**config.mk**
```make
export PLATFORM = sky130hd
export DESIGN_NAME = fetch_stage_flat
export DESIGN_NICKNAME = d
export VERILOG_FILES = /design/src/rtl/cpu_types_pkg.sv /design/src/rtl/fetch_stage_if.sv /design/src/rtl/ifid_latch.sv /design/src/rtl/fetch_stage.sv /design/src/flat_wrapper.sv
export SDC_FILE = /design/constraint.sdc
export NUM_CORES = 1
export LEC_CHECK = 0
export ABC_AREA = 0
export CELL_PAD_IN_SITES_DETAIL_PLACEMENT = 1
export CELL_PAD_IN_SITES_GLOBAL_PLACEMENT = 2
export CORE_MARGIN = 2
export CORE_UTILIZATION = 30
export CTS_CLUSTER_SIZE = 25
export DETAILED_ROUTE_END_ITERATION = 8
export PLACE_DENSITY = 0.93
export SKIP_LAST_GASP = 1
export SYNTH_ARGS = -nofsm -noshare
export SYNTH_HDL_FRONTEND = slang
export SYNTH_SLANG_ARGS = --single-unit
export TNS_END_PERCENT = 5
```
**constraint.sdc**
```tcl
create_clock -name CLK -period 5.94 [get_ports CLK]
set_clock_uncertainty 0.15 [all_clocks]
set_input_delay 0.594 -clock CLK [delete_from_list [all_inputs] [get_ports CLK]]
set_output_delay 0.594 -clock CLK [all_outputs]
set_load 0.03 [all_outputs]
```
**src/rtl/cpu_types_pkg.sv**
```systemverilog
// cpu_types_pkg: shared word/opcode types, HALT opcode, fetch FSM states and PC step
package cpu_types_pkg;
  typedef logic [31:0] word_t;
  typedef logic [5:0] opcode_t;
  typedef enum logic {RUN, HALTED} fetch_state_t;
  localparam opcode_t HALT = 6'b111111;
  localparam word_t PC_STEP = 32'd4;
endpackage

```
**src/rtl/fetch_stage_if.sv**
```systemverilog
// fetch_stage_if: icache handshake, hazard/redirect inputs and IF/ID outputs of the fetch stage
interface fetch_stage_if #(parameter int CNT_W = 32);
  import cpu_types_pkg::*;
  logic ihit;
  word_t iload;
  logic imemREN;
  word_t imemaddr;
  logic stall;
  logic redirect_valid;
  word_t redirect_pc;
  word_t inst_out;
  word_t pc_next_out;
  logic valid_out;
  logic halted;
  logic [CNT_W-1:0] fetch_count;
  modport master (
    input ihit, iload, stall, redirect_valid, redirect_pc,
    output imemREN, imemaddr, inst_out, pc_next_out, valid_out, halted, fetch_count
  );
  modport slave (
    output ihit, iload, stall, redirect_valid, redirect_pc,
    input imemREN, imemaddr, inst_out, pc_next_out, valid_out, halted, fetch_count
  );
endinterface

```
**src/rtl/ifid_latch.sv**
```systemverilog
// ifid_latch: IF/ID register; flush beats enable, enabled cycles load an instruction or a bubble
module ifid_latch
  import cpu_types_pkg::*;
(
  input  logic  CLK,
  input  logic  nRST,
  input  logic  i_en,
  input  logic  i_flush,
  input  logic  i_load,
  input  word_t i_inst,
  input  word_t i_pc_next,
  output word_t o_inst,
  output word_t o_pc_next,
  output logic  o_valid
);
  word_t r_inst, r_pc_next;
  logic r_valid;
  always_ff @(posedge CLK or negedge nRST) begin
    if (!nRST) begin
      r_inst    <= '0;
      r_pc_next <= '0;
      r_valid   <= 1'b0;
    end else if (i_flush) begin
      r_inst    <= '0;
      r_pc_next <= '0;
      r_valid   <= 1'b0;
    end else if (i_en) begin
      r_inst    <= i_load ? i_inst : '0;
      r_pc_next <= i_load ? i_pc_next : '0;
      r_valid   <= i_load;
    end
  end
  assign o_inst    = r_inst;
  assign o_pc_next = r_pc_next;
  assign o_valid   = r_valid;
endmodule

```
**src/rtl/fetch_stage.sv**
```systemverilog
// fetch_stage: PC, RUN/HALTED FSM, icache request, redirect/flush and fetched-instruction counter
module fetch_stage
  import cpu_types_pkg::*;
#(
  parameter word_t PC_INIT = 32'h0000_0000,
  parameter int    CNT_W   = 32
) (
  input logic CLK,
  input logic nRST,
  fetch_stage_if.master fs
);
  fetch_state_t r_state, w_state_next;
  word_t r_pc, w_pc_next, w_pc_plus;
  logic [CNT_W-1:0] r_cnt;
  logic w_run, w_is_halt, w_accept;
  assign w_run     = (r_state == RUN);
  assign w_pc_plus = r_pc + PC_STEP;
  assign w_is_halt = (fs.iload[31:26] == HALT);
  // redirect wins over stall, stall wins over a hit; HALTED ignores ihit
  assign w_accept  = w_run & ~fs.redirect_valid & ~fs.stall & fs.ihit;
  always_comb begin
    w_pc_next    = fs.redirect_valid ? fs.redirect_pc :
                   (w_accept && !w_is_halt) ? w_pc_plus : r_pc;
    w_state_next = fs.redirect_valid ? RUN :
                   (w_accept && w_is_halt) ? HALTED : r_state;
  end
  always_ff @(posedge CLK or negedge nRST) begin
    if (!nRST) begin
      r_state <= RUN;
      r_pc    <= PC_INIT;
      r_cnt   <= '0;
    end else begin
      r_state <= w_state_next;
      r_pc    <= w_pc_next;
      r_cnt   <= (w_accept && !(&r_cnt)) ? r_cnt + 1'b1 : r_cnt;
    end
  end
  ifid_latch u_ifid (
    .CLK       (CLK),
    .nRST      (nRST),
    .i_en      (~fs.stall),
    .i_flush   (fs.redirect_valid),
    .i_load    (w_run & fs.ihit),
    .i_inst    (fs.iload),
    .i_pc_next (w_pc_plus),
    .o_inst    (fs.inst_out),
    .o_pc_next (fs.pc_next_out),
    .o_valid   (fs.valid_out)
  );
  assign fs.imemaddr    = r_pc;
  assign fs.imemREN     = w_run;
  assign fs.halted      = ~w_run;
  assign fs.fetch_count = r_cnt;
endmodule
```
**src/flat_wrapper.sv**
```systemverilog
// flat-port wrapper written by rule: the top's interface ports become plain ports
module fetch_stage_flat import cpu_types_pkg::*;
#(
  parameter word_t PC_INIT = 32'h0000_0000,
  parameter int    CNT_W   = 32
)
  (CLK, nRST, fs_ihit, fs_iload, fs_stall, fs_redirect_valid, fs_redirect_pc, fs_imemREN, fs_imemaddr, fs_inst_out, fs_pc_next_out, fs_valid_out, fs_halted, fs_fetch_count);
  fetch_stage_if #(.CNT_W(CNT_W)) fs_i ();
  input logic CLK;
  input logic nRST;
  input wire logic [$bits(fs_i.ihit)-1:0] fs_ihit;
  input wire logic [$bits(fs_i.iload)-1:0] fs_iload;
  input wire logic [$bits(fs_i.stall)-1:0] fs_stall;
  input wire logic [$bits(fs_i.redirect_valid)-1:0] fs_redirect_valid;
  input wire logic [$bits(fs_i.redirect_pc)-1:0] fs_redirect_pc;
  output wire logic [$bits(fs_i.imemREN)-1:0] fs_imemREN;
  output wire logic [$bits(fs_i.imemaddr)-1:0] fs_imemaddr;
  output wire logic [$bits(fs_i.inst_out)-1:0] fs_inst_out;
  output wire logic [$bits(fs_i.pc_next_out)-1:0] fs_pc_next_out;
  output wire logic [$bits(fs_i.valid_out)-1:0] fs_valid_out;
  output wire logic [$bits(fs_i.halted)-1:0] fs_halted;
  output wire logic [$bits(fs_i.fetch_count)-1:0] fs_fetch_count;
  assign fs_i.ihit = fs_ihit;
  assign fs_i.iload = fs_iload;
  assign fs_i.stall = fs_stall;
  assign fs_i.redirect_valid = fs_redirect_valid;
  assign fs_i.redirect_pc = fs_redirect_pc;
  assign fs_imemREN = fs_i.imemREN;
  assign fs_imemaddr = fs_i.imemaddr;
  assign fs_inst_out = fs_i.inst_out;
  assign fs_pc_next_out = fs_i.pc_next_out;
  assign fs_valid_out = fs_i.valid_out;
  assign fs_halted = fs_i.halted;
  assign fs_fetch_count = fs_i.fetch_count;
  fetch_stage #(.PC_INIT(PC_INIT), .CNT_W(CNT_W)) u_core (.CLK(CLK), .nRST(nRST), .fs(fs_i));
endmodule
```
* Word-level counts from Yosys, hierarchy flattened
Cells that the tools add are included.
** Storage, ports and cells
- Word-level logic and storage cells :: 37
- Output and inout bits :: 131
- Memories :: 0
- Bits in latches :: 0
- Memory bits (writable) :: 0
- Flip-flop bits (word level) :: 130
- ROM bits :: 0
- Input port bits :: 69
** Cells by class
- Muxes and demuxes :: 12
- $lt $le $gt $ge :: 0
- Eq/ne operators :: 2
- $add $sub $neg :: 2
- Reduce and logical (&&, ||, !) cells :: 8
- Divide/modulo/power cells :: 0
- Shifts and indexed selects :: 0
- Bitwise operators :: 7
- $mul :: 0
** Operators by type and width (count)
- $mux W32 :: 8
- $add A32 B1 Y32 const B :: 1
- $add A32 B3 Y32 const B :: 1
- $reduce_and A32 Y1 :: 1
- $eq A6 B6 Y1 const B :: 1
- $and A1 B1 Y1 :: 4
- $mux W1 :: 4
- $reduce_bool A2 Y1 :: 2
- $logic_and A1 B1 Y1 :: 3
- $not A1 Y1 :: 3
- $logic_not A1 Y1 :: 2
- $ne A2 B1 Y1 const B :: 1

* Logic depth before layout (Yosys ltp)
Gate-level depths: netlist (run 1).
- Depth after elaboration :: 7
- Depth in mapped cells :: 7
- Mapped depth without buffers :: 6

* Cells and area by module
Synthesis (run 1) repeated with hierarchy kept, for this count alone.
** Second synthesis, totals
- Cell total of the unflattened synthesis :: 575
- Area, all modules :: 6422.4 um2
** By module, submodules not included
- fetch_stage :: area each 3861.2 um2, seq. area each 1626.6 um2, instances 1, cells each 420
- ifid_latch :: area each 2561.2 um2, seq. area each 1626.6 um2, instances 1, cells each 155

* Worst setup path before layout (run 1)
OpenSTA, ideal clock, no wires.
- Kind :: flip-flop to flip-flop
- From :: reg u_core.r_pc[8], in the netlist u_core.fs.imemaddr[8]
- To :: reg u_core.u_ifid.r_pc_next[18], in the netlist u_core.u_ifid.o_pc_next[18]
- Data required time :: 5.669 ns
- Setup time :: 0.121 ns
- Clock period less this slack :: 2.357 ns
- Setup slack :: 3.583 ns
- Arrival time :: 2.086 ns
- Cell stages (with the launch flop) :: 7
- Path buffers :: 1
- Path through :: dfrtp_1 buf_2 nand4_1 or4_1 or3_1 xnor2_1 a22o_1
** On the way
- Word-level cells in the longest chain between the ends :: 4
** RTL lines
- start: declaration :: RTL line fetch_stage.sv:13 : word_t r_pc, w_pc_next, w_pc_plus;
- start signal: assignment :: RTL line fetch_stage.sv:34 : r_pc <= w_pc_next;
- $add A32 B3 Y32 :: RTL line fetch_stage.sv:17 : assign w_pc_plus = r_pc + PC_STEP;
- $mux W32 :: RTL line ifid_latch.sv:29 : r_pc_next <= i_load ? i_pc_next : '0;
- $mux W32 :: RTL line ifid_latch.sv:27 : end else if (i_en) begin
- $mux W32 :: RTL line ifid_latch.sv:23 : end else if (i_flush) begin
- end signal: assignment :: RTL line ifid_latch.sv:29
- end: declaration :: RTL line ifid_latch.sv:16 : word_t r_inst, r_pc_next;
No other way between the ends. The select of a mux whose other input is x is not followed.
A chain may end at the register's enable or synchronous reset.

* Final worst setup path (run 1)
- From :: in fs_iload[28]
- To :: reg u_core.r_pc[16], in the netlist u_core.fs.imemaddr[16]
** On the way
- Word-level cells in the longest chain between the ends :: 4
** RTL lines
- start: declaration :: RTL line flat_wrapper.sv:12 : input wire logic [$bits(fs_i.iload)-1:0] fs_iload;
- $eq A6 B6 Y1 :: RTL line fetch_stage.sv:18 : assign w_is_halt = (fs.iload[31:26] == HALT);
- $logic_not A1 Y1 :: RTL line fetch_stage.sv:23 : (w_accept && !w_is_halt) ? w_pc_plus : r_pc;
- $logic_and A1 B1 Y1 :: RTL line fetch_stage.sv:23
- $reduce_bool A2 Y1 (no source line)
No other way between the ends.

==> out/summary.txt, run 1 <==
Status: completed
Leakage: 3.76 nW
Routed len/inst: 19.0 µm
# clock sinks: 130
Setup TNS: 0 ns
Iteration-0 DRC Markers: 238
Die ar.: 0.0213 mm²
Syn. warnings: 0
Fin. max-slew vios: 0
# nets final: 844
Vias in the first global route: 5,643
Top-count cell post-synth: dfrtp_1
Starting density of the core: 30.8%
Synth top cells by count: dfrtp_1 (130), nand2_1 (71), o21ai_0 (43), nand3_1 (39), xor2_1 (37)
Worst slew pin tran: 1.04 ns
Nature of the critical path endpoint: flop
Residual DRC: 0
Min-delay worst type: input pin to async pin
Via Count: 5,332
Cells after DPL: 1,019
Post-CTS setup buffer count: 0
Final wirelength: 20,000 µm
Yosys reg bits: 130
Core area: 0.0196 mm²
Row count: 51
Reg-to-reg endpoint: u_core.fs.fetch_count[28]
Seq/Total Area, Yosys: 53.9%
TritonCTS clock tree: done
Period utilization: 47.9%
First-pass GRT wire length: 32,300 µm
Synth top area share: 53.9%
Top FF cell, synth: dfrtp_1
Antenna-violating nets left: 0
Post-synthesis async set-or-reset flop share: 100%
Design Area, Final: 0.00900 mm²
I/O Buffers: 199
Vert. Die Dim: 146 µm
IO Count: 200
Worst reg2reg setup slack: 3.35 ns
Post-synth EDFFs: 0
Crit Path Max Fanout: 25
Hold Buf Count CTS: 0
DP Area: 0.00831 mm²
Filler instances: 2,146
Clock Latency Late Sink: 0.42 ns
Final hold viol count: 0
Antenna diodes: 0
Fmax: 0.351 GHz
Area leader, netlist: dfrtp_1
Syn avg cell area: 10.4 µm²
RSZ-0062 raised after global routing: no
Multi-input gate area: 0.00264 mm²
Share of layout cells above drive strength 1: 7.63%
H-tree lvl count: 4
Endpoints failing setup: 0
Total clock buffers created by CTS: 17
MaxCap Viol Count: 0
Initial antenna violation count: 0
Setup CP Type: input pin to flop
GP Congestion: 0.804
Overall Global Routing Usage: 19.2%
Clk buf depth: 2
FF-to-FF Start: u_core.fs.halted
Unique cell type count in the Yosys netlist: 50
Grt total ovfl: 0
Final Critical Period: 2.85 ns
Util after Layout: 46.0%
Cell Area, Synth: 0.00603 mm²
Fin cells: 1,051
Final HPWL DP: 13,900 µm
Startpoint Class: input pin
Layout Area Growth over Synthesis: 49.3%
Largest net degree at the start of global routing: 79
Max-slew headroom: 30.9%
Vias/cell: 5.07
Register Area: 0.00325 mm²
DRT Pass-1 Iters: 4
Post-CTS Resized: 0
Critical Path RT: 6.07 ns
Synth Net Count: 649
Reg2Reg Depth: 6
Root Driver: clkbuf_16
Horiz. Die Dim: 146 µm
Peak VDD IR: 182 µV
Crit path DAT: 2.98 ns
Clock slew at reported path FFs: 0.06 ns
Post-synthesis cell count: 578
Main area contributors after synthesis: dfrtp_1 (54%), xor2_1 (5.4%), a22o_1 (5.2%)
Pwr/cell area: 298 mW/mm²
worst max path at each step:
stage	end	cells after the start	startpoint	slack, ns
after floorplan	u_core.u_ifid.o_pc_next[18]	6	u_core.fs.imemaddr[8]	3.58
after global placement	u_core.fs.fetch_count[20]	8	fs_redirect_valid	2.75
after detailed placement	u_core.fs.imemaddr[16]	7	fs_iload[28]	2.62
after CTS	u_core.fs.imemaddr[16]	7	fs_iload[28]	3.05
after global routing	u_core.fs.imemaddr[16]	7	fs_iload[28]	2.83
final	u_core.fs.imemaddr[16]	7	fs_iload[28]	3.09
cell families (layout without fill, tap and decap cells):
kind of cell | count (synthesis) | after routing | share of synthesized area [%]
fa+ha+maj | 2 | 2 | 0.415
xor+xnor | 56 | 56 | 8.13
flops | 130 | 130 | 53.9
mux | 8 | 8 | 1.41
simple gates | 216 | 216 | 18.6
compound gates | 127 | 127 | 15.0
buf+inv | 39 | 247 | 2.53
registers in the layout, summed over array words and instances (netlist names):
| register | count |
|---|---|
| u_core.u_ifid.o_valid | 1 |
| u_core.u_ifid.o_inst | 32 |
| u_core.fs.fetch_count | 32 |
| u_core.u_ifid.o_pc_next | 32 |
| u_core.fs.imemaddr | 32 |
| u_core.fs.halted | 1 |
layout by cell type (no fill, tap or decap), drive strengths merged, types with 5 or more instances in the layout:
cell / Yosys / layout
clkdlybuf4s50: 0 / 197
dfrtp: 130 / 130
nand2: 71 / 71
o21ai: 44 / 44
nand3: 40 / 40
xor2: 37 / 37
a22o: 36 / 36
nor2: 23 / 23
nand4: 21 / 21
clkbuf: 28 / 20
xnor2: 19 / 19
nor3: 19 / 19
buf: 5 / 12
or3: 9 / 9
a21oi: 9 / 9
o311ai: 9 / 9
a221o: 8 / 8
nor4: 8 / 8
inv: 6 / 7
a21o: 6 / 6
bufinv: 0 / 6
and3: 5 / 5
a22oi: 5 / 5
critical path, stage by stage:
cell,delay (ns)
clkdlybuf4s50_1,0.50
nand4_1,0.21
o21a_1,0.23
buf_4,0.22
nor2_2,0.80
o21ai_0,0.23
o311ai_0,0.17
stage by stage:
step | setup WS (ns) | hold slack (ns) | power (mW)
CTS | 3.05 | 0.0739 | 2.72
floorplan | 3.58 | 0.148 | 1.24
global route | 2.83 | 0.0817 | 2.79
finish | 3.09 | 0.0434 | 2.68
global placement | 2.75 | 0.311 | 1.46
detailed placement | 2.62 | 0.319 | 1.47
where the power goes:
group          total (mW)  switching, mW  internal [mW]  leakage (nW)
Clock                1.23          0.410          0.823         0.333
Combinational       0.435          0.242          0.192          1.71
Sequential           1.02         0.0747          0.942          1.71
routing by layer:
| layer | track usage [%] | up-vias | part of all wire [%] |
|---|---|---|---|
| met1 | 25.5 | 2654 | 46 |
| met5 | 0 | - | 0 |
| met3 | 4.48 | 18 | 5.5 |
| li1 | - | 2501 | - |
| met4 | 5.34 | 0 | 1.1 |
| met2 | 31.6 | 159 | 48 |
area by class of cell:
class                           instances  area share (%)
Sequential cell                       130            36.1
Tap cell                              265            3.68
Clock buffer                           20            5.18
Inverter                                6           0.250
Timing Repair Buffer                  209            22.9
Multi-Input combinational cell        409            29.3
Clock inverter                         12            2.51
(Power assumes the default switching activity.)
==> run 2, diff against run 1 <==
--- a/config.mk
+++ b/config.mk
@@ -9,10 +9,10 @@
 export CELL_PAD_IN_SITES_DETAIL_PLACEMENT = 1
 export CELL_PAD_IN_SITES_GLOBAL_PLACEMENT = 2
 export CORE_MARGIN = 2
-export CORE_UTILIZATION = 30
+export CORE_UTILIZATION = 25
 export CTS_CLUSTER_SIZE = 25
 export DETAILED_ROUTE_END_ITERATION = 8
-export PLACE_DENSITY = 0.93
+export PLACE_DENSITY = 0.84
 export SKIP_LAST_GASP = 1
 export SYNTH_ARGS = -nofsm -noshare
 export SYNTH_HDL_FRONTEND = slang
==> constraint.sdc (replaced) <==
create_clock -name CLK -period 2.44 [get_ports CLK]
set_clock_uncertainty 0.15 [all_clocks]
set_input_delay 0.244 -clock CLK [delete_from_list [all_inputs] [get_ports CLK]]
set_output_delay 0.244 -clock CLK [all_outputs]
set_load 0.03 [all_outputs]
==> out/summary.txt, run 2 (synthesis results as in run 1) <==
Status: completed
Final HPWL DP: 14,200 µm
Layout Area Growth over Synthesis: 52.9%
H-tree lvl count: 4
Crit Path Max Fanout: 7
IO Count: 200
Final wirelength: 20,500 µm
Total clock buffers created by CTS: 17
Vert. Die Dim: 159 µm
# clock sinks: 130
Vias/cell: 4.83
Switching share of power: 30.0%
Cells after DPL: 1,095
Max incr delay on CP: 0.48 ns
Crit path DAT: 2.42 ns
Share of layout cells above drive strength 1: 10.1%
Via Count: 5,446
Root Driver: clkbuf_16
Startpoint Class: flop
Most frequent cells in the layout: clkdlybuf4s50_1 (197), dfrtp_1 (130), nand2_1 (71), o21ai_0 (43), nand3_1 (39)
Pwr/cell area: 676 mW/mm²
MaxCap Viol Count: 0
Starting density of the core: 25.6%
Worst slew pin tran: 1.05 ns
Switch Pwr: 1.87 mW
Leakage: 3.86 nW
Peak VDD IR: 328 µV
Post-CTS setup buffer count: 0
Critical Path RT: 2.59 ns
# nets final: 867
Clk buf depth: 2
Min-delay worst type: input pin to async pin
Most common library cell in the layout ignoring fill and taps: clkdlybuf4s50_1
Grt total ovfl: 0
Setup TNS: 0 ns
RSZ-0062 raised after global routing: no
Overall Global Routing Usage: 16.5%
Fin cells: 1,128
Pwr Total: 6.24 mW
Largest net degree at the start of global routing: 66
Clock Latency Late Sink: 0.41 ns
Cell with the largest stage delay on the worst path: dfrtp_1
Period utilization: 93.0%
Final Critical Period: 2.27 ns
Clock slew at reported path FFs: 0.07 ns
GP Congestion: 0.733
TritonCTS clock tree: done
Design Area, Final: 0.00923 mm²
Seq pwr share: 39.4%
DP Area: 0.00861 mm²
Setup CP Type: flop to flop
Initial antenna violation count: 0
Post-CTS Resized: 0
Clock power frac: 42.6%
Core area: 0.0236 mm²
Nature of the critical path endpoint: flop
Endpoints failing setup: 0
P_int: 4.37 mW
Filler instances: 2,655
Vias in the first global route: 5,749
Antenna-violating nets left: 0
Residual DRC: 0
Logic pwr share: 18.0%
Max-slew headroom: 30.0%
Antenna diodes: 0
Critical Path, Cell by Cell: ha_1, nand2_1, or4_1, or3_1, xnor2_1, a22o_1
I/O Buffers: 199
Fin. max-slew vios: 0
First-pass GRT wire length: 33,300 µm
Row count: 56
Final hold viol count: 0
Iteration-0 DRC Markers: 219
Fmax: 0.441 GHz
Die ar.: 0.0254 mm²
Horiz. Die Dim: 159 µm
Routed len/inst: 18.1 µm
DRT Pass-1 Iters: 4
-- run 2: cell count changes in the layout (fill, tap and decap cells not counted), sizes merged --
cell and change:
clkbuf -2, buf +22, clkinvlp -1, inv +7, bufinv -4, dlygate4sd3 +1
-- run 2: final cells by class --
class	count	area (µm²)	share of cell area, %
Clock buffer	18	439	4.76
Clock inverter	14	169	1.83
Inverter	6	22.5	0.244
Multi-Input combinational cell	409	2640	28.6
Sequential cell	130	3250	35.3
Tap cell	319	399	4.33
Timing Repair Buffer	232	2300	24.9
-- run 2: worst paths after layout --
| check | depth (start not counted) | slack (ns) | startpoint | to |
|---|---|---|---|---|
| setup / recovery | 6 | 0.17 | u_core.fs.imemaddr[2] | u_core.u_ifid.o_pc_next[18] |
| hold / removal | 2 | 0.22 | nRST | u_core.fs.fetch_count[21] |
| setup reg to reg | 6 | 0.17 | u_core.fs.imemaddr[2] | u_core.u_ifid.o_pc_next[18] |
| hold reg to reg | 2 | 0.33 | u_core.u_ifid.o_pc_next[22] | u_core.u_ifid.o_pc_next[22] |
| max in group asynchronous | 3 | 1.26 | nRST | u_core.u_ifid.o_pc_next[31] |
| min in group CLK | 2 | 0.27 | fs_redirect_pc[29] | u_core.fs.imemaddr[29] |
-- run 2: repair_timing --
| action | 4_1_cts | 5_1_grt |
|---|---|---|
| hold endpoints to repair | 56 | 0 |
| hold buffers | 1 | 0 |
| endpoints found under the setup margin | 0 | 1 |
-- run 2: per-layer routing --
layer | global-route usage, % | up-vias | routed length (µm)
met1 | 21.4 | 2724 | 9510
met5 | 0 | - | 0
li1 | - | 2547 | -
met4 | 3.68 | 0 | 186
met2 | 27.3 | 162 | 9600
met3 | 4.79 | 13 | 1170
-- run 2: power groups by stage --
stage                     clock network, mW  registers [mW]  logic (mW)
after floorplan                           0            2.73       0.275
after global placement                    0            2.49        1.13
after detailed placement                  0            2.50        1.14
after CTS                              2.75            2.46        1.15
after global routing                   2.85            2.48        1.21
final                                  2.66            2.46        1.13
-- run 2: stage by stage --
step	utilization (%)	setup WS [ns]	hold WS [ns]
2_1_floorplan	-	0.0832	-0.202
3_3_place_gp	36.5	-0.242	0.116
3_5_place_dp	36.5	-0.276	0.111
4_1_cts	39.1	0.145	0.229
5_1_grt	39.1	0.0419	0.256
6_report	39.1	0.172	0.216
-- run 2: worst max-delay path, delay by kind of cell, from the launching register on --
family                     cells  cell delay [ns]
and+or+nand+nor                3             0.98
DFF                            1             0.48
adders and majority gates      1             0.22
AOI/OAI and AO/OA              1             0.20
xor gates and xnor gates       1             0.15
==> run 3, diff against run 2 <==
==> constraint.sdc (replaced) <==
create_clock -name CLK -period 2.05 [get_ports CLK]
set_clock_uncertainty 0.15 [all_clocks]
set_input_delay 0.205 -clock CLK [delete_from_list [all_inputs] [get_ports CLK]]
set_output_delay 0.205 -clock CLK [all_outputs]
set_load 0.03 [all_outputs]
==> out/summary.txt, run 3 (synthesis results as in run 1) <==
DP Area: 0.00913 mm²
Leakage: 4.20 nW
Most common library cell in the layout ignoring fill and taps: clkdlybuf4s50_1
I/O Buffers: 199
GP Congestion: 0.789
Peak VDD IR: 297 µV
Endpoints failing setup: 2
# clock sinks: 130
Cell with the largest stage delay on the worst path: or3_1
Clk buf depth: 2
Critical Path RT: 2.26 ns
Via Count: 5,698
Total clock buffers created by CTS: 17
H-tree lvl count: 4
Critical Path Source: u_core.fs.imemaddr[8]
Pwr/cell area: 768 mW/mm²
# nets final: 930
Final wirelength: 21,200 µm
Fin. max-slew vios: 0
Routed len/inst: 17.8 µm
Die ar.: 0.0254 mm²
Final setup margin: -0.0148 ns
Root Driver: clkbuf_16
DRT Pass-1 Iters: 4
Min-delay worst type: input pin to async pin
Antenna-violating nets left: 0
Share of layout cells above drive strength 1: 19.7%
Iteration-0 DRC Markers: 303
Fmax: 0.484 GHz
Crit path DAT: 2.27 ns
RSZ-0062 raised after global routing: yes
FF-to-FF Start: u_core.fs.imemaddr[8]
IO Count: 200
Vert. Die Dim: 159 µm
MaxCap Viol Count: 0
Failing checks: negative setup slack
Clock slew at reported path FFs: 0.06 ns
Clock Latency Late Sink: 0.43 ns
Largest net degree at the start of global routing: 43
Nature of the critical path endpoint: flop
Initial antenna violation count: 1
Top Family by Delay on Critical Path: simple AND/OR/NAND/NOR gates
Row count: 56
Max-slew headroom: 66.2%
Worst slew pin tran: 0.507 ns
Final Critical Period: 2.06 ns
Crit Path Max Fanout: 5
Layout Area Growth over Synthesis: 63.5%
Max incr delay on CP: 0.39 ns
Grt total ovfl: 0
Horiz. Die Dim: 159 µm
First-pass GRT wire length: 34,300 µm
Startpoint Class: flop
Final hold viol count: 0
Most frequent cells in the layout: clkdlybuf4s50_1 (197), dfrtp_1 (117), buf_4 (86), nand2_1 (70), o21ai_0 (43)
Core area: 0.0236 mm²
Vias/cell: 4.78
WP buf/inv: 2
Overall Global Routing Usage: 16.9%
Residual DRC: 0
Critical Path, Cell by Cell: nand4_1, buf_4, nor4_4, buf_4, nand4_1, or3_1, nand3_1
Final HPWL DP: 15,100 µm
Status: finished, violations left
Setup CP Type: flop to flop
TritonCTS clock tree: done
Design Area, Final: 0.00987 mm²
Starting density of the core: 25.6%
Antenna diodes: 0
Vias in the first global route: 6,075
Hold Slack: 0.133 ns
Period utilization: 101%
Filler instances: 2,607
==> run 3: worst paths after layout <==
path	endpoint	slack, ns	cells past startpoint
max	u_core.fs.imemaddr[21]	-0.01	7
min	u_core.fs.fetch_count[23]	0.13	2
max reg2reg	u_core.fs.imemaddr[21]	-0.01	7
min reg2reg	u_core.u_ifid.o_pc_next[28]	0.33	2
max in group asynchronous	u_core.fs.imemaddr[13]	0.97	3
min in group CLK	u_core.fs.imemaddr[3]	0.22	3
==> run 3: power breakdown <==
part,internal (mW),switching [mW]
clock,1.93,1.26
combinational,0.701,0.833
sequential,2.73,0.132
==> run 3: through the flow <==
step                util [%]  setup TNS (ns)  total power, mW  std cells  setup slack (ns)
finish                  41.8         -0.0240             7.58       1191           -0.0148
detailed placement      38.6          -14.34             4.44       1155            -0.437
global placement        38.6          -11.99             4.41       1155            -0.374
floorplan                  -           -1.19             3.60        578            -0.132
global route            41.8           -1.33             7.93       1191           -0.0953
CTS                     41.3          -0.616             7.68       1188           -0.0589
==> run 3: worst register-to-register path: cells and delay by family, from the launching register on <==
family / cells / cell delay [ns]
buffers and inverters: 2 / 0.39
and+or+nand+nor: 5 / 1.09
DFF: 1 / 0.36
==> run 3: area by class of cell <==
| cell class | count | area, µm² | area share (%) |
|---|---|---|---|
| flip-flops and latches | 130 | 3270 | 33.1 |
| well taps | 319 | 399 | 4.05 |
| clock buffers | 17 | 425 | 4.31 |
| inverters | 6 | 22.5 | 0.228 |
| multi-input cells | 409 | 2740 | 27.8 |
| repair buffers | 295 | 2830 | 28.7 |
| clock inverters | 15 | 183 | 1.85 |
==> run 3: per-layer routing <==
layer | track usage [%] | vias up | wire, µm
met5 | 0 | - | 13
met4 | 4.21 | 2 | 180
met3 | 4.01 | 16 | 1050
met2 | 27.6 | 150 | 10100
met1 | 22.7 | 2870 | 9850
li1 | - | 2660 | -
==> run 3: repair_timing <==
item                       CTS  global route
cloned                       0             2
hold endpoints to repair   130             0
pin swaps                    1             4
buffers inserted             0             1
setup endpoints to repair   21            64
hold buffers                 1             0
resized for setup            3            18
